File: src/rtl/op_seq_ctrl.sv
// rtl/op_seq_ctrl.sv - operation sequencer FSM: key edges, error countdown, retries
// Optional feature: define OP_SEQ_RUN_WATCHDOG_EN to enable the OP_RUN watchdog timeout.
module op_seq_ctrl #(
  parameter int CLK_FREQ    = 100_000_000,
  parameter int CNT_W       = 8,
  parameter int ID_W        = 4,
  parameter int OP_W        = 3,
  parameter int MAX_RETRY   = 3,
  parameter int RUN_TIMEOUT = 5
) (
  input  logic              clk,
  input  logic              rst,
  input  logic [3:0]        key,
  input  logic [OP_W+2:0]   sw,
  input  logic [CNT_W-1:0]  cfg_countdown,
  input  logic              error_flag,
  input  logic              done_flag,
  input  logic              format_done,
  input  logic              select_done,
  input  logic              select_error,
  input  logic [ID_W-1:0]   selected_a,
  input  logic [ID_W-1:0]   selected_b,
  output logic [1:0]        mode_sel,
  output logic [OP_W-1:0]   op_sel,
  output logic [CNT_W-1:0]  countdown_val,
  output logic              start_input,
  output logic              start_gen,
  output logic              start_op,
  output logic              start_select,
  output logic              start_format,
  output logic [1:0]        display_mode,
  output logic              manual_mode,
  output logic [ID_W-1:0]   operand_a_id,
  output logic [ID_W-1:0]   operand_b_id,
  output logic [1:0]        retry_cnt,
  output logic              timeout_flag,
  output logic [3:0]        state_dbg
);

  typedef enum logic [3:0] {
    S_IDLE        = 4'd0,
    S_MENU        = 4'd1,
    S_INPUT       = 4'd2,
    S_GEN         = 4'd3,
    S_GEN_SHOW    = 4'd4,
    S_DISPLAY     = 4'd5,
    S_OP_SELECT   = 4'd6,
    S_OP_SHOW_LIST= 4'd7,
    S_OP_OPERAND  = 4'd8,
    S_OP_RUN      = 4'd9,
    S_OP_RESULT   = 4'd10,
    S_ERROR       = 4'd11
  } state_t;

  localparam int PW = (CLK_FREQ > 1) ? $clog2(CLK_FREQ) : 1;
  localparam logic [PW-1:0] PRESC_LAST = PW'(CLK_FREQ - 1);

  state_t           r_state;
  state_t           w_next;
  logic [3:0]       r_key_q;
  logic [3:0]       r_key_pls;
  logic [PW-1:0]    r_presc;
  logic             w_sec_tick;
  logic             w_presc_en;
  logic             w_enter;
  logic             w_err_exit;
  logic             w_ok;
  logic             w_back;
  logic             w_nxt;
  logic             w_qm;
  logic [CNT_W-1:0] r_countdown;
  logic [1:0]       r_retry;

  assign w_ok       = r_key_pls[0];
  assign w_back     = r_key_pls[1];
  assign w_nxt      = r_key_pls[2];
  assign w_qm       = r_key_pls[3];
  assign w_sec_tick = (r_presc == PRESC_LAST);
  assign w_enter    = (w_next != r_state);

  assign countdown_val = r_countdown;
  assign retry_cnt     = r_retry;
  assign state_dbg     = r_state;

`ifdef OP_SEQ_RUN_WATCHDOG_EN
  localparam int SW = (RUN_TIMEOUT > 1) ? $clog2(RUN_TIMEOUT + 1) : 1;
  localparam logic [SW-1:0] WD_LAST = SW'(RUN_TIMEOUT - 1);

  logic [SW-1:0] r_wd_sec;
  logic          r_timeout;
  logic          w_wd_expire;
  logic          w_to_take;

  assign w_wd_expire  = (r_state == S_OP_RUN) && w_sec_tick && (r_wd_sec == WD_LAST);
  assign timeout_flag = r_timeout;

  // Whole seconds spent in OP_RUN since entry
  always_ff @(posedge clk or posedge rst) begin
    if (rst) begin
      r_wd_sec <= '0;
    end else if (w_enter && w_next == S_OP_RUN) begin
      r_wd_sec <= '0;
    end else if (r_state == S_OP_RUN && w_sec_tick && r_wd_sec != WD_LAST) begin
      r_wd_sec <= r_wd_sec + SW'(1);
    end
  end

  // Sticky timeout indicator, dropped when the user is back at the menu
  always_ff @(posedge clk or posedge rst) begin
    if (rst) begin
      r_timeout <= 1'b0;
    end else if (w_next == S_MENU) begin
      r_timeout <= 1'b0;
    end else if (w_to_take) begin
      r_timeout <= 1'b1;
    end
  end
`else
  assign timeout_flag = 1'b0;
`endif

  // Press-edge detection: history starts released so reset never fakes a press
  always_ff @(posedge clk or posedge rst) begin
    if (rst) begin
      r_key_q   <= 4'hF;
      r_key_pls <= 4'h0;
    end else begin
      r_key_q   <= key;
      r_key_pls <= r_key_q & ~key;
    end
  end

  // The one-second prescaler only runs while a seconds count is being kept
  always_comb begin
    w_presc_en = (r_state == S_ERROR);
`ifdef OP_SEQ_RUN_WATCHDOG_EN
    if (r_state == S_OP_RUN) begin
      w_presc_en = 1'b1;
    end
`endif
  end

  // One-second prescaler, restarted on every entry to a timed state
  always_ff @(posedge clk or posedge rst) begin
    if (rst) begin
      r_presc <= '0;
    end else if (w_enter && (w_next == S_ERROR || w_next == S_OP_RUN)) begin
      r_presc <= '0;
    end else if (w_presc_en) begin
      r_presc <= w_sec_tick ? '0 : r_presc + PW'(1);
    end
  end

  // State register
  always_ff @(posedge clk or posedge rst) begin
    if (rst) begin
      r_state <= S_IDLE;
    end else begin
      r_state <= w_next;
    end
  end

  // Next state: quick-menu beats error_flag beats the per-state rules
  always_comb begin
    w_next     = r_state;
    w_err_exit = 1'b0;
`ifdef OP_SEQ_RUN_WATCHDOG_EN
    w_to_take  = 1'b0;
`endif
    if (r_state > S_ERROR) begin
      w_next = S_IDLE;
    end else if (w_qm && r_state != S_IDLE && r_state != S_MENU) begin
      w_next = S_MENU;
    end else if (error_flag && r_state != S_IDLE && r_state != S_MENU && r_state != S_ERROR) begin
      w_next = S_ERROR;
    end else begin
      case (r_state)
        S_IDLE: w_next = S_MENU;
        S_MENU: begin
          if (w_ok) begin
            case (sw[1:0])
              2'd0:    w_next = S_INPUT;
              2'd1:    w_next = S_GEN;
              2'd2:    w_next = S_DISPLAY;
              default: w_next = S_OP_SELECT;
            endcase
          end
        end
        S_INPUT:   if (w_back) w_next = S_MENU;
        S_GEN:     if (done_flag) w_next = S_GEN_SHOW;
        S_GEN_SHOW: begin
          if (w_back) w_next = S_MENU;
          else if (w_ok && format_done) w_next = S_GEN;
        end
        S_DISPLAY: if (w_back) w_next = S_MENU;
        S_OP_SELECT: begin
          if (w_back) w_next = S_MENU;
          else if (w_ok) w_next = S_OP_SHOW_LIST;
        end
        S_OP_SHOW_LIST: begin
          if (w_back) w_next = S_OP_SELECT;
          else if (format_done || w_ok) w_next = S_OP_OPERAND;
        end
        S_OP_OPERAND: begin
          if (select_error) w_next = S_ERROR;
          else if (w_back) w_next = S_OP_SELECT;
          else if (select_done && w_ok) w_next = S_OP_RUN;
        end
        S_OP_RUN: begin
          if (done_flag) begin
            w_next = S_OP_RESULT;
          end
`ifdef OP_SEQ_RUN_WATCHDOG_EN
          else if (w_wd_expire) begin
            w_next    = S_ERROR;
            w_to_take = 1'b1;
          end
`endif
        end
        S_OP_RESULT: begin
          if (w_ok && format_done) w_next = S_OP_OPERAND;
          else if (w_nxt) w_next = S_OP_SELECT;
          else if (w_back) w_next = S_MENU;
        end
        S_ERROR: begin
          if (r_countdown == '0 || w_back) begin
            w_err_exit = 1'b1;
            w_next     = (32'(r_retry) < MAX_RETRY) ? S_OP_OPERAND : S_MENU;
          end
        end
        default: w_next = S_IDLE;
      endcase
    end
  end

  // Entry pulses land in the first cycle of the new state; DISPLAY also re-formats on next
  always_ff @(posedge clk or posedge rst) begin
    if (rst) begin
      start_input  <= 1'b0;
      start_gen    <= 1'b0;
      start_select <= 1'b0;
      start_op     <= 1'b0;
      start_format <= 1'b0;
    end else begin
      start_input  <= w_enter && (w_next == S_INPUT);
      start_gen    <= w_enter && (w_next == S_GEN);
      start_select <= w_enter && (w_next == S_OP_OPERAND);
      start_op     <= w_enter && (w_next == S_OP_RUN);
      start_format <= (w_enter && (w_next == S_GEN_SHOW || w_next == S_DISPLAY ||
                                   w_next == S_OP_SHOW_LIST || w_next == S_OP_RESULT)) ||
                      (r_state == S_DISPLAY && w_next == S_DISPLAY && w_nxt);
    end
  end

  // Display mode chosen on entry to a showing state, held otherwise
  always_ff @(posedge clk or posedge rst) begin
    if (rst) begin
      display_mode <= 2'd0;
    end else if (w_enter) begin
      case (w_next)
        S_GEN_SHOW, S_DISPLAY: display_mode <= 2'd0;
        S_OP_SHOW_LIST:        display_mode <= 2'd1;
        S_OP_RESULT:           display_mode <= 2'd2;
        default:               display_mode <= display_mode;
      endcase
    end
  end

  // Op code follows the switches only while choosing it; operand ids latch on selector done
  always_ff @(posedge clk or posedge rst) begin
    if (rst) begin
      op_sel       <= '0;
      manual_mode  <= 1'b0;
      operand_a_id <= '0;
      operand_b_id <= '0;
    end else begin
      manual_mode <= sw[OP_W+2];
      if (r_state == S_OP_SELECT) begin
        op_sel <= sw[OP_W+1:2];
      end
      if (r_state == S_OP_OPERAND && select_done) begin
        operand_a_id <= selected_a;
        operand_b_id <= selected_b;
      end
    end
  end

  // Error countdown: loaded on ERROR entry, one step per second, zeroed at the menu
  always_ff @(posedge clk or posedge rst) begin
    if (rst) begin
      r_countdown <= '0;
    end else if (w_next == S_MENU) begin
      r_countdown <= '0;
    end else if (w_enter && w_next == S_ERROR) begin
      r_countdown <= cfg_countdown;
    end else if (r_state == S_ERROR && w_sec_tick && r_countdown != '0) begin
      r_countdown <= r_countdown - CNT_W'(1);
    end
  end

  // Recovery counter: bumps on each ERROR->OP_OPERAND return, restarts per operation choice
  always_ff @(posedge clk or posedge rst) begin
    if (rst) begin
      r_retry <= 2'd0;
    end else if (w_next == S_MENU) begin
      r_retry <= 2'd0;
    end else if (w_enter && w_next == S_OP_SELECT) begin
      r_retry <= 2'd0;
    end else if (w_err_exit && w_next == S_OP_OPERAND) begin
      r_retry <= r_retry + 2'd1;
    end
  end

  // Coarse mode reported to the datapath
  always_comb begin
    mode_sel = 2'd3;
    case (r_state)
      S_IDLE, S_MENU:    mode_sel = 2'd0;
      S_INPUT:           mode_sel = 2'd1;
      S_GEN, S_GEN_SHOW: mode_sel = 2'd2;
      default:           mode_sel = 2'd3;
    endcase
  end

endmodule

File: config.mk
export PLATFORM = sky130hd
export DESIGN_NAME = op_seq_ctrl
export DESIGN_NICKNAME = d
export VERILOG_FILES = /design/src/rtl/op_seq_ctrl.sv
export SDC_FILE = /design/constraint.sdc
export NUM_CORES = 1
export LEC_CHECK = 0
export BUFFER_PORTS_ARGS = -buffer_cell sky130_fd_sc_hd__buf_2
export CORE_ASPECT_RATIO = 0.6
export CORE_MARGIN = 8
export CORE_UTILIZATION = 40
export DETAILED_ROUTE_END_ITERATION = 12
export HOLD_SLACK_MARGIN = 0.12
export SLEW_MARGIN = 20
export SYNTH_ARGS = -nofsm -noshare
export SYNTH_HDL_FRONTEND = slang
export SYNTH_SLANG_ARGS = --single-unit
File: constraint.sdc
create_clock -name clk -period 2.65 [get_ports clk]
set_input_delay 0.53 -clock clk [delete_from_list [all_inputs] [get_ports clk]]
set_output_delay 0.53 -clock clk [all_outputs]
set_load 0.02 [all_outputs]
Word level (Yosys, flattened, before mapping)
Cells that the tools add are included.
{"block": "op_classes", "magnitude_cmp": 2, "eq_ne": 28, "bitwise_logic": 2, "addsub": 3, "n_mux": 38, "n_reduce_logical": 42}
{"cell": "2-to-1 mux 27 bit", "count": 3}
{"cell": "2-to-1 mux 4 bit", "count": 20}
{"cell": "case mux 4 bit (11 select lines)", "count": 1}
{"cell": "equality test 4 x 3 -> 1 bit (second input constant)", "count": 8}
{"cell": "equality test 4 bit (second input constant)", "count": 8}
{"cell": "adder 27 x 1 -> 27 bit (second input constant)", "count": 1}
{"cell": "equality test 27 bit (second input constant)", "count": 1}
{"cell": "2-to-1 mux 8 bit", "count": 3}
{"cell": "logical AND 1 bit", "count": 21}
{"cell": "equality test 4 x 2 -> 1 bit (second input constant)", "count": 4}
{"cell": "case mux 2 bit (3 select lines)", "count": 2}
{"cell": "case mux 3 bit (3 select lines)", "count": 1}
{"cell": "nonzero test 3 bit", "count": 3}
{"cell": "equality test 4 x 1 -> 1 bit (second input constant)", "count": 2}
{"cell": "logical NOT 8 bit", "count": 1}
{"cell": "nonzero test 8 bit", "count": 1}
{"cell": "OR reduction 2 bit", "count": 4}
{"cell": "subtractor 8 x 1 -> 8 bit (second input constant)", "count": 1}
{"cell": "logical OR 1 bit", "count": 7}
{"cell": "2-to-1 mux 2 bit", "count": 3}
{"cell": "2-to-1 mux 1 bit", "count": 5}
{"cell": "bitwise AND 4 bit", "count": 1}
{"cell": "greater-than comparator 4 bit (second input constant)", "count": 1}
{"cell": "logical NOT 4 bit", "count": 1}
{"cell": "12 further kinds", "count": 12}
{"block": "totals", "output_inout_bits": 36, "in_bits": 33, "reg_bits": 68, "word_cells": 131}

Logic depth before layout (Yosys ltp)
Gate-level depths: netlist (run 1).
{"block": "depth", "word_depth": 14, "mapped_depth": 11, "mapped_depth_nobuf": 10}

Least setup slack after synthesis (run 1)
Ideal clock, no wire load.
{"block": "synth_path", "path_type": "flip-flop to flip-flop", "from": "register r_state[0] (netlist: state_dbg[0])", "to": "register r_countdown[5] (netlist: countdown_val[5])", "n_path_buf": 2, "slack_ps": -120, "synth_period_minus_slack_ps": 2770, "setup_ps": 79, "arrival_ps": 2690, "required_ps": 2571, "path_stages_with_launch": 11, "cell_sequence": "dfrtp_1 buf_2 or4b_4 o32ai_1 a2111oi_2 a31oi_2 o21ai_1 o31ai_4 or2_1 buf_6 mux2i_1"}
{"block": "synth_between", "elab_chain_cells": 11, "elab_cells_between_ends": 51, "classes_between": "order compare: 1; eq/ne: 16; mux: 22; reduce/logical: 12"}
{"item": "start: declaration", "line_no": "58", "rtl": "state_t r_state;"}
{"item": "start signal: assignment", "line_no": "159", "rtl": "r_state <= w_next;"}
{"item": "parallel branches: the longest is 6 deep, another holds case mux 4 bit (11 select lines)"}
{"item": "2-to-1 mux 4 bit (*)", "line_no": "170", "rtl": "if (r_state > S_ERROR) begin"}
{"item": "via w_next[1]", "line_no": "59", "rtl": "state_t w_next;"}
{"item": "inequality test 4 bit or equality test 4 bit (tied branches)", "line_no": "79, 294"}
{"item": "logical AND 1 bit", "line_no": "294", "rtl": "end else if (w_enter && w_next == S_ERROR) begin"}
{"item": "2-to-1 mux 8 bit", "line_no": "294"}
{"item": "2-to-1 mux 8 bit", "line_no": "292", "rtl": "end else if (w_next == S_MENU) begin"}
{"item": "end signal: assignment", "line_no": "295", "rtl": "r_countdown <= cfg_countdown;"}
{"item": "end signal: assignment", "line_no": "297", "rtl": "r_countdown <= r_countdown - CNT_W'(1);"}
{"item": "end: declaration", "line_no": "71", "rtl": "logic [CNT_W-1:0] r_countdown;"}
Mark *: on every way through the listed nets, which the timed path passes.
A chain may end at the register's enable or synchronous reset.

Worst setup path after layout (run 1)
{"block": "layout_path", "from": "register r_state[0] (netlist: state_dbg[0])", "to": "register r_countdown[0] (netlist: countdown_val[0])"}
{"block": "layout_between", "elab_chain_cells": 11, "elab_cells_between_ends": 51, "classes_between": "order compare: 1; eq/ne: 16; mux: 22; reduce/logical: 12"}
{"item": "2-to-1 mux 4 bit, or another cell as far along", "line_no": "189, 195, 223"}
{"item": "2-to-1 mux 4 bit, or another cell as far along", "line_no": "222", "rtl": "else if (w_nxt) w_next = S_OP_SELECT;"}
{"item": "2-to-1 mux 4 bit, or another cell as far along", "line_no": "221", "rtl": "if (w_ok && format_done) w_next = S_OP_OPERAND;"}
{"item": "case mux 4 bit (11 select lines) or logical AND 1 bit (tied branches)", "line_no": "177, 174"}
{"item": "2-to-1 mux 4 bit", "line_no": "174", "rtl": "end else if (error_flag && r_state != S_IDLE && r_state != S_MENU && r_state != S_ERROR) begin"}
{"item": "2-to-1 mux 4 bit", "line_no": "172", "rtl": "end else if (w_qm && r_state != S_IDLE && r_state != S_MENU) begin"}
{"item": "2-to-1 mux 4 bit", "line_no": "170"}
{"item": "inequality test 4 bit or equality test 4 bit (tied branches)", "line_no": "79, 294"}
{"item": "logical AND 1 bit", "line_no": "294"}
{"item": "2-to-1 mux 8 bit", "line_no": "294"}
{"item": "2-to-1 mux 8 bit", "line_no": "292"}
Several ways; a longest one is shown, not always the timed one.

==> results.txt, run 1 <==
----------------------------------------------------
[Status]
  Run status ... complete, but fails checks
  Violations in the final reports ... negative setup slack

[Synthesis]
  Proportion of synthesized flip-flops having asynchronous set or reset ... 100%
  Syn nets ... 436
  Yosys warns ... 0
  Top cell type by total area after synthesis ... sky130_fd_sc_hd__dfrtp_1
  Cell types with the largest area share after synthesis ... sky130_fd_sc_hd__dfrtp_1 42%, sky130_fd_sc_hd__nor2_1 4.6%, sky130_fd_sc_hd__xor2_1 4.1%
  EDFF count, synth ... 0
  Number of flip-flops and latches in the synthesized netlist ... 68
  Post-Syn Instances ... 397
  Distinct cell type count of the synthesized netlist ... 68
  Proportion of netlist area held by the largest area contributor ... 42.1%
  Netlist area before placement ... 3800 um2
  Syn avg cell area ... 9.57 um2
  Share of the yosys chip area belonging to registers ... 44.9%
  Top flip-flop cell by instance count after synthesis ... sky130_fd_sc_hd__dfrtp_1

[Critical path]
  Cell with the largest stage delay on the worst path ... sky130_fd_sc_hd__or4b_4
  Cell-by-cell trace of the critical path ... or4b_4, nor3_4, nor3_2, nor4b_4, o31ai_2, o31ai_4, or2_4, buf_6, o211a_1
  Crit Reg-Reg Endpoint ... countdown_val[0]
  Dominant delay contributor by cell family on the critical path ... simple AND/OR/NAND/NOR gates
  Setup slack on the worst flop-to-flop path ... -0.04 ns
  Worst endpoint required time ... 2.87 ns
  Source of the critical timing path ... state_dbg[0]
  Endpoint type of the worst setup path ... flip-flop
  Worst-case reg-to-reg path depth ... 9
  Number of gates on the worst path with buffers counted ... 9
  Worst stage delay on the critical path ... 0.61 ns
  CP endpoint ... countdown_val[0]
  Crit path buf inv count ... 1
  CP arrival ... 2.91 ns
  Top fanout value on the critical path ... 6
  Critical path startpoint category ... flip-flop
  Origin of the critical flop-to-flop path ... state_dbg[0]
  Critical path class ... reg -> reg

[Route]
  Count of TritonRoute iterations in the first routing pass ... 5
  Via count of the routed design ... 3485
  Initial drt markers ... 258
  Remaining antenna violation count ... 0
  Routed wire length ... 10800 um
  Avg WL per Cell ... 16.3 um
  DR vias/cell ... 5.23
  Remaining DRCs ... 0

[GRT]
  Wire length of the first global-routing pass ... 17300 um
  Initial antenna violation count ... 0
  Via count of the first global-routing pass ... 3362
  Total grt overflow ... 0
  Overall fraction of global-route tracks in use ... 16.7%
  Maximum number of pins on one net before global-route repair ... 47

[Run]
  Maximum Capacitance Violations ... 0

[Timing]
  Part of the cycle the worst path needs ... 101%
  Fin. max-slew vios ... 0
  Worst-Margin Slew ... 0.501 ns
  Number of endpoints with negative hold slack in the final report ... 0
  Max Clk Rate ... 372 MHz
  PnR worst setup slack ... -0.0363 ns
  Headroom to the max-slew limit ... 66.5%
  Final setup skew ... 0.00630 ns
  Clock period minus final worst setup slack ... 2.69 ns
  RSZ-0062 raised after global routing ... true
  Setup-failing EPs final ... 14

[Layout]
  Highest-count cells in the layout ignoring fill and taps ... 67 x sky130_fd_sc_hd__buf_2, 66 x sky130_fd_sc_hd__buf_4, 59 x sky130_fd_sc_hd__dfrtp_1
  Utilization of the core after routing ... 58.1%
  Leading cell type in the layout, fill and taps excluded ... sky130_fd_sc_hd__buf_2
  Post-layout net count ... 570
  Non-filler cells in the finished layout ... 666
  Number of inserted filler cells in the final layout ... 820
  Sequential Area ... 1710 um2
  Multi-input logic area ... 2150 um2
  Synthesis-to-finish area growth ... 40.4%
  Number of antenna diodes ... 0
  Share of final-layout standard cells stronger than drive strength 1 ... 42.4%

[Power]
  Part of the power in registers ... 22.6%
  Net switching component of the power ... 2.70 mW
  Leak ... 2.52 nW
  VDD IR max ... 0.533 mV
  Clock share of power ... 18.9%
  Sw Share ... 41.9%
  Power per standard cell area ... 1210 nW/um2
  Cell internal pwr ... 3.74 mW
  Combinational cell fraction of total power ... 58.5%

[CTS]
  Num CTS Buffers ... 9
  Count of hold buffers inserted by post-cts repair ... 0
  TritonCTS clock tree ... done
  Root Buffer Master ... sky130_fd_sc_hd__clkbuf_16
  Skew-Pair Late Insertion Delay ... 0.33 ns
  # clock sinks ... 68
  CTS max path bufs ... 2
  Post-CTS clock slew at the launch and capture registers of the worst setup and hold paths ... 0.06 ns
  CTS H-tree lvls ... 3

[Hold path]
  Class of the worst hold path ... in -> async

[Placed design]
  Post-Place Cells ... 646
  Weighted congestion reported at the end of routability-driven placement ... 0.909
  Count of port buffers added during placement ... 67
  Post-DP HPWL ... 8150 um

[Floorplan]
  Initial core utilization ... 41.4%
  Site Rows ... 27
  Die height ... 91.5 um
  I/O Pins ... 69
  Horizontal extent of the die ... 142 um
  Full die area ... 13000 um2
  Core Area ... 9190 um2

----------------------------------------------------
[how the worst min path moves through the flow]
| stage | from | endpoint | depth (start not counted) |
|---|---|---|---|
| CTS | rst | manual_mode | 2 |
| floorplan | r_key_q[0] | r_key_pls[0] | 1 |
| finish | rst | operand_b_id[2] | 2 |
| global route | rst | r_presc[8] | 2 |
| detailed placement | operand_a_id[3] | operand_a_id[3] | 1 |
| global placement | operand_b_id[1] | operand_b_id[1] | 1 |
[synth_stat cells (3+ instances only)]
cell / n
sky130_fd_sc_hd__nand3_1: 19
sky130_fd_sc_hd__mux2i_1: 7
sky130_fd_sc_hd__nand2b_1: 7
sky130_fd_sc_hd__nand2_1: 24
sky130_fd_sc_hd__a31oi_1: 6
sky130_fd_sc_hd__ha_1: 6
sky130_fd_sc_hd__nor3_1: 18
sky130_fd_sc_hd__nor2_1: 47
sky130_fd_sc_hd__dfstp_2: 4
sky130_fd_sc_hd__or3_1: 3
sky130_fd_sc_hd__nand4_1: 9
sky130_fd_sc_hd__xnor2_1: 14
sky130_fd_sc_hd__buf_2: 11
sky130_fd_sc_hd__nor2b_1: 7
sky130_fd_sc_hd__dfrtp_1: 64
sky130_fd_sc_hd__o21ai_0: 13
sky130_fd_sc_hd__inv_1: 24
sky130_fd_sc_hd__a211oi_1: 6
sky130_fd_sc_hd__and2_1: 5
sky130_fd_sc_hd__xor2_1: 18
sky130_fd_sc_hd__o32ai_1: 3
sky130_fd_sc_hd__and3_1: 5
sky130_fd_sc_hd__mux2_2: 11
sky130_fd_sc_hd__o211ai_1: 4
sky130_fd_sc_hd__nor4_1: 5
sky130_fd_sc_hd__a21oi_1: 5
[area by class of cell]
class                      count  area share [%]
tap                          130            3.05
timing repair buffer         138            17.0
multi-input combinational    289            40.3
inverter                      25            1.83
sequential                    68            32.1
clock buffer                  12            4.81
clock inverter                 4           0.915
[metal layers]
metal  global-route usage, %  vias up  share of wire, %
met5                       0        -                 0
met4                    4.27        0              0.88
met3                    6.32       11               7.8
met2                    23.1      107                42
met1                    23.6     1695                50
li1                        -     1672                 -
[through the flow]
step                setup slack [ns]  hold slack [ns]  area, um2  TNS, ns  total power [mW]
global route                  -0.128            0.257       5340    -2.84              6.81
finish                       -0.0363            0.222       5340   -0.137              6.45
CTS                          -0.0145            0.239       5140  -0.0145              6.13
global placement             -0.0937            0.481       4790    -1.42              4.81
detailed placement            -0.129            0.490       4790    -2.33              4.80
floorplan                    0.00622            0.486       3850        0              3.33
[flip-flops by register name, indices dropped and copies added (netlist names)]
signal	flops
display_mode	2
start_gen	1
operand_b_id	4
start_select	1
retry_cnt	2
manual_mode	1
r_presc	27
r_key_pls	4
operand_a_id	4
start_format	1
countdown_val	8
r_key_q	4
start_op	1
op_sel	3
state_dbg	4
start_input	1
[cells by family (layout without fill, tap and decap cells)]
| group | count (synthesis) | after routing | share of synthesized area (%) |
|---|---|---|---|
| xor+xnor | 32 | 32 | 7.38 |
| mux | 18 | 18 | 5.10 |
| buf+inv | 40 | 179 | 4.61 |
| other cells | 1 | 1 | 0.0987 |
| flops | 68 | 68 | 44.9 |
| fa+ha+maj | 6 | 6 | 1.98 |
| compound gates | 67 | 67 | 13.5 |
| simple gates | 165 | 165 | 22.5 |
[power groups by stage]
stage                     sequential, mW  clock [mW]  combinational, mW
after floorplan                     1.65           0               1.68
after global placement              1.46           0               3.36
after detailed placement            1.46           0               3.34
after CTS                           1.45        1.25               3.43
after global routing                1.48        1.29               4.04
final                               1.46        1.22               3.77
[repair_timing]
item | in CTS | in global routing
pin swaps | 2 | 10
resized for setup | 7 | 42
endpoints found under the hold margin | 0 | 0
setup buffers | 0 | 4
setup endpoints to repair | 35 | 43
(Power assumes the default switching activity.)
==> inputs of run 2 (changes only) <==
--- a/config.mk
+++ b/config.mk
@@ -11,6 +11,7 @@
 export CORE_UTILIZATION = 40
 export DETAILED_ROUTE_END_ITERATION = 12
 export HOLD_SLACK_MARGIN = 0.12
+export REMOVE_ABC_BUFFERS = 1
 export SLEW_MARGIN = 20
 export SYNTH_ARGS = -nofsm -noshare
 export SYNTH_HDL_FRONTEND = slang
==> constraint.sdc (replaced) <==
create_clock -name clk -period 3.1 [get_ports clk]
set_input_delay 0.62 -clock clk [delete_from_list [all_inputs] [get_ports clk]]
set_output_delay 0.62 -clock clk [all_outputs]
set_load 0.02 [all_outputs]
==> results.txt, run 2 (synthesis gave the netlist of run 1 again) <==
----------------------------------------------------
[Status]
  Run status ... completed

[Timing]
  Final setup skew ... 0.00585 ns
  Max Clk Rate ... 337 MHz
  Number of endpoints with negative hold slack in the final report ... 0
  Fin. max-slew vios ... 0
  Clock period minus final worst setup slack ... 2.96 ns
  Headroom to the max-slew limit ... 53.5%
  RSZ-0062 raised after global routing ... false
  Part of the cycle the worst path needs ... 95.6%
  Sum of negative setup slack ... 0 ns
  PnR worst setup slack ... 0.136 ns
  Worst-Margin Slew ... 0.696 ns
  Setup-failing EPs final ... 0

[GRT]
  Overall fraction of global-route tracks in use ... 15.3%
  Total grt overflow ... 0
  Maximum number of pins on one net before global-route repair ... 39
  Via count of the first global-routing pass ... 3187
  Wire length of the first global-routing pass ... 15900 um
  Initial antenna violation count ... 0

[Critical path]
  Critical path startpoint category ... flip-flop
  Top fanout value on the critical path ... 9
  Critical path class ... reg -> reg
  Crit Reg-Reg Endpoint ... countdown_val[0]
  Setup slack on the worst flop-to-flop path ... 0.14 ns
  CP arrival ... 3.19 ns
  Worst-case reg-to-reg path depth ... 9
  Worst endpoint required time ... 3.32 ns
  Endpoint type of the worst setup path ... flip-flop
  Origin of the critical flop-to-flop path ... state_dbg[3]

[Route]
  Via count of the routed design ... 3235
  Avg WL per Cell ... 15.6 um
  Remaining antenna violation count ... 0
  DR vias/cell ... 5.27
  Routed wire length ... 9590 um
  Met2 WL post-DR ... 3890 um
  Highest metal used ... met4
  Remaining DRCs ... 0
  Initial drt markers ... 439
  Wire length on met3 ... 839 um
  Count of TritonRoute iterations in the first routing pass ... 5
  Routed met1 length ... 4750 um

[Layout]
  Leading cell type in the layout, fill and taps excluded ... sky130_fd_sc_hd__buf_2
  Flip-flop count of the largest register after layout ... 27
  Number of antenna diodes ... 0
  Share of final-layout standard cells stronger than drive strength 1 ... 27.7%
  Register name with the most flops ... r_presc
  Synthesis-to-finish area growth ... 24.3%
  Post-layout net count ... 518
  Utilization of the core after routing ... 51.4%
  Final design instance area without fill ... 4720 um2
  Highest-count cells in the layout ignoring fill and taps ... 67 x sky130_fd_sc_hd__buf_2, 63 x sky130_fd_sc_hd__dfrtp_1, 47 x sky130_fd_sc_hd__nor2_1

[Hold path]
  Class of the worst hold path ... in -> async

[CTS]
  # clock sinks ... 68
  Num CTS Buffers ... 9
  Root Buffer Master ... sky130_fd_sc_hd__clkbuf_16
  Post-CTS clock slew at the launch and capture registers of the worst setup and hold paths ... 0.06 ns
  TritonCTS clock tree ... done
  CTS H-tree lvls ... 3
  CTS max path bufs ... 2
  Skew-Pair Late Insertion Delay ... 0.34 ns

[Floorplan]
  Initial core utilization ... 41.4%
  Die height ... 91.5 um
  Core Area ... 9190 um2
  Horizontal extent of the die ... 142 um
  Full die area ... 13000 um2
  Site Rows ... 27
  I/O Pins ... 69

[Power]
  Leak ... 2.24 nW
  VDD IR max ... 0.583 mV
  Power per standard cell area ... 1010 nW/um2

[Placed design]
  Standard cell area after detailed placement ... 4380 um2
  Count of port buffers added during placement ... 67
  Weighted congestion reported at the end of routability-driven placement ... 0.992
  Post-DP HPWL ... 7070 um
  Dpl ws ... 0.0897 ns

[Run]
  Maximum Capacitance Violations ... 0

----------------------------------------------------
run 2: cell types whose count changed in the layout (fill, tap and decap cells not counted), moves of 3 or more:
cell	change
sky130_fd_sc_hd__a211oi_1	+3
sky130_fd_sc_hd__a211oi_2	-3
sky130_fd_sc_hd__buf_4	-49
sky130_fd_sc_hd__buf_6	-3
sky130_fd_sc_hd__dfrtp_1	+4
sky130_fd_sc_hd__dfrtp_2	-4
sky130_fd_sc_hd__nor2_1	+7
sky130_fd_sc_hd__nor2_2	-7
sky130_fd_sc_hd__nor3_1	+9
sky130_fd_sc_hd__nor3_2	-7
sky130_fd_sc_hd__o32ai_1	+3
run 2: layout make-up:
class | count | area, um2
well taps | 130 | 163
flip-flops and latches | 68 | 1710
fillers | 875 | 4460
clock buffers | 11 | 253
multi-input cells | 289 | 1920
clock inverters | 5 | 83.8
repair buffers | 86 | 503
inverters | 25 | 93.8
run 2: repair_timing:
action / in CTS / in global routing
hold buffers: 0 / 0
resized for setup: 0 / 2
setup endpoints to repair: 0 / 10
buffers inserted: 0 / 0
run 2: through the flow:
| stage | hold slack [ns] | cells | total power [mW] |
|---|---|---|---|
| after floorplan | 0.486 | 382 | 2.71 |
| after global placement | 0.484 | 598 | 3.57 |
| after detailed placement | 0.490 | 598 | 3.59 |
| after CTS | 0.376 | 614 | 4.76 |
| after global routing | 0.381 | 614 | 5.04 |
| final | 0.388 | 614 | 4.75 |
run 2: power breakdown:
part / internal (mW) / total [mW] / switching, mW
logic: 0.910 / 2.35 / 1.44
clock network: 0.749 / 1.14 / 0.389
registers: 1.08 / 1.26 / 0.184
total: 2.74 / 4.75 / 2.01
run 2: per-layer routing:
| metal | vias up | GRT usage [%] |
|---|---|---|
| met4 | 0 | 4.53 |
| met1 | 1516 | 21.6 |
| li1 | 1580 | - |
| met5 | - | 0 |
| met3 | 11 | 5.12 |
| met2 | 128 | 21.4 |
run 2: critical path, cell delays in order, from the launching register on:
cell and delay, ns:
sky130_fd_sc_hd__dfrtp_1 0.48, sky130_fd_sc_hd__buf_4 0.22, sky130_fd_sc_hd__inv_1 0.23, sky130_fd_sc_hd__o21ai_0 0.16, sky130_fd_sc_hd__a221oi_1 0.46, sky130_fd_sc_hd__nor4b_2 0.15, sky130_fd_sc_hd__a21oi_1 0.46, sky130_fd_sc_hd__nand2_1 0.13
sky130_fd_sc_hd__or2_4 0.32, sky130_fd_sc_hd__o211a_1 0.23
run 2: worst max path at each step:
stage | startpoint | to | cells past startpoint
after floorplan | state_dbg[3] | countdown_val[2] | 8
after global placement | state_dbg[2] | countdown_val[0] | 9
after detailed placement | state_dbg[2] | countdown_val[6] | 8
after CTS | state_dbg[2] | countdown_val[7] | 9
after global routing | state_dbg[3] | r_presc[0] | 10
final | state_dbg[3] | countdown_val[0] | 9
==> inputs of run 3 (changes only) <==
--- a/config.mk
+++ b/config.mk
@@ -7,7 +7,7 @@
 export LEC_CHECK = 0
 export BUFFER_PORTS_ARGS = -buffer_cell sky130_fd_sc_hd__buf_2
 export CORE_ASPECT_RATIO = 0.6
-export CORE_MARGIN = 8
+export CORE_MARGIN = 5
 export CORE_UTILIZATION = 40
 export DETAILED_ROUTE_END_ITERATION = 12
 export HOLD_SLACK_MARGIN = 0.12
==> results.txt, run 3 (synthesis gave the netlist of run 1 again) <==
----------------------------------------------------
[Route]
  Avg WL per Cell ... 15.4 um
  Via count of the routed design ... 3273
  Routed wire length ... 9460 um
  DR vias/cell ... 5.32
  Count of TritonRoute iterations in the first routing pass ... 5
  Initial drt markers ... 378
  Remaining antenna violation count ... 0
  Remaining DRCs ... 0

[CTS]
  Count of hold buffers inserted by post-cts repair ... 0
  # clock sinks ... 68
  Root Buffer Master ... sky130_fd_sc_hd__clkbuf_16
  Skew-Pair Late Insertion Delay ... 0.33 ns
  TritonCTS clock tree ... done
  Num CTS Buffers ... 9
  Post-CTS clock slew at the launch and capture registers of the worst setup and hold paths ... 0.06 ns
  CTS H-tree lvls ... 3
  CTS max path bufs ... 2

[Timing]
  Clock period minus final worst setup slack ... 2.90 ns
  Fin. max-slew vios ... 0
  Final setup skew ... 0.00598 ns
  Headroom to the max-slew limit ... 60.8%
  Setup-failing EPs final ... 0
  Worst hold slack ... 0.374 ns
  Worst-Margin Slew ... 0.584 ns
  Number of endpoints with negative hold slack in the final report ... 0
  Part of the cycle the worst path needs ... 93.6%
  Max Clk Rate ... 345 MHz

[Run]
  Maximum Capacitance Violations ... 0

[Critical path]
  Worst endpoint required time ... 3.32 ns
  CP arrival ... 3.12 ns
  Top fanout value on the critical path ... 10
  Worst-case reg-to-reg path depth ... 8
  Endpoint type of the worst setup path ... flip-flop
  Critical path class ... reg -> reg
  Critical path startpoint category ... flip-flop

[Layout]
  Register name with the most flops ... r_presc
  Synthesis-to-finish area growth ... 23.9%
  Non-filler cells in the finished layout ... 615
  Highest-count cells in the layout ignoring fill and taps ... 67 x sky130_fd_sc_hd__buf_2, 64 x sky130_fd_sc_hd__dfrtp_1, 47 x sky130_fd_sc_hd__nor2_1
  Multi-input logic area ... 1920 um2
  Number of antenna diodes ... 0
  Flip-flop count of the largest register after layout ... 27
  Utilization of the core after routing ... 51.0%
  Post-layout net count ... 520
  Sequential Area ... 1710 um2
  Number of inserted filler cells in the final layout ... 850
  Final design instance area without fill ... 4710 um2
  Leading cell type in the layout, fill and taps excluded ... sky130_fd_sc_hd__buf_2
  Share of final-layout standard cells stronger than drive strength 1 ... 27.2%

[Floorplan]
  Site Rows ... 27
  Full die area ... 11600 um2
  I/O Pins ... 69
  Die height ... 85.5 um
  Core Area ... 9220 um2
  Initial core utilization ... 41.2%
  Horizontal extent of the die ... 136 um

[Placed design]
  Standard cell area after detailed placement ... 4400 um2
  Weighted congestion reported at the end of routability-driven placement ... 0.967
  Post-DP HPWL ... 7000 um
  Post-Place Cells ... 600
  Count of port buffers added during placement ... 67

[Power]
  Power per standard cell area ... 996 nW/um2
  Leak ... 2.24 nW
  VDD IR max ... 0.416 mV

[GRT]
  Via count of the first global-routing pass ... 3016
  Overall fraction of global-route tracks in use ... 16.8%
  Total grt overflow ... 0
  Wire length of the first global-routing pass ... 15500 um
  Maximum number of pins on one net before global-route repair ... 69
  Initial antenna violation count ... 0

[Hold path]
  Class of the worst hold path ... in -> async

[Status]
  Run status ... completed

----------------------------------------------------
-- run 3: changes by cell type in the layout (fill, tap and decap cells not counted), sizes merged --
cell,previous run,this run
buf,86,88
bufinv,2,1
clkbuf,11,14
clkinv,2,1
clkinvlp,2,0
-- run 3: routing by layer --
layer | up-vias | wire [um] | part of all wire (%) | track usage, %
li1 | 1572 | - | - | -
met1 | 1546 | 4920 | 52 | 25.9
met2 | 136 | 3750 | 40 | 22.5
met3 | 19 | 688 | 7.3 | 5.45
met4 | 0 | 99 | 1.0 | 4.03
met5 | - | 0 | 0 | 0
-- run 3: cell type report --
cell class              instances  share of cell area, %
clock buffers                  14                   5.82
clock inverters                 1                  0.638
inverters                      25                   1.99
multi-input cells             289                   40.8
flip-flops and latches         68                   36.3
well taps                     130                   3.46
repair buffers                 88                   11.0
-- run 3: stage by stage --
step	TNS (ns)	total power, mW	worst slack, ns
4_1_cts	0	4.69	0.143
3_3_place_gp	0	3.59	0.162
6_report	0	4.69	0.200
2_1_floorplan	0	2.71	0.208
3_5_place_dp	0	3.61	0.135
5_1_grt	-0.0154	5.00	-0.0154
-- run 3: final timing paths --
check | from | endpoint | slack [ns]
max in group asynchronous | rst | r_key_q[0] | 2.42
setup / recovery | state_dbg[0] | countdown_val[0] | 0.20
hold reg to reg | operand_b_id[3] | operand_b_id[3] | 0.50
hold / removal | rst | manual_mode | 0.37
min in group clk | sw[5] | manual_mode | 0.40
setup reg to reg | state_dbg[0] | countdown_val[0] | 0.20
-- run 3: critical path, stage by stage (launching register included) --
cell and delay, ns:
sky130_fd_sc_hd__dfrtp_1 0.51, sky130_fd_sc_hd__buf_4 0.23, sky130_fd_sc_hd__nand4bb_1 0.27, sky130_fd_sc_hd__a2111oi_1 0.52, sky130_fd_sc_hd__nor4b_2 0.17, sky130_fd_sc_hd__o31ai_1 0.40
sky130_fd_sc_hd__o31ai_4 0.13, sky130_fd_sc_hd__or2_4 0.33, sky130_fd_sc_hd__o211a_1 0.22
-- run 3: repair_timing --
item | in CTS | in global routing
setup endpoints to repair | 0 | 6
setup buffers | 0 | 0
resized for setup | 0 | 2
hold endpoints to repair | 0 | 0
-- run 3: power breakdown --
part / switching, mW / internal [mW]
registers: 0.171 / 1.08
logic: 1.46 / 0.933
clock network: 0.361 / 0.685
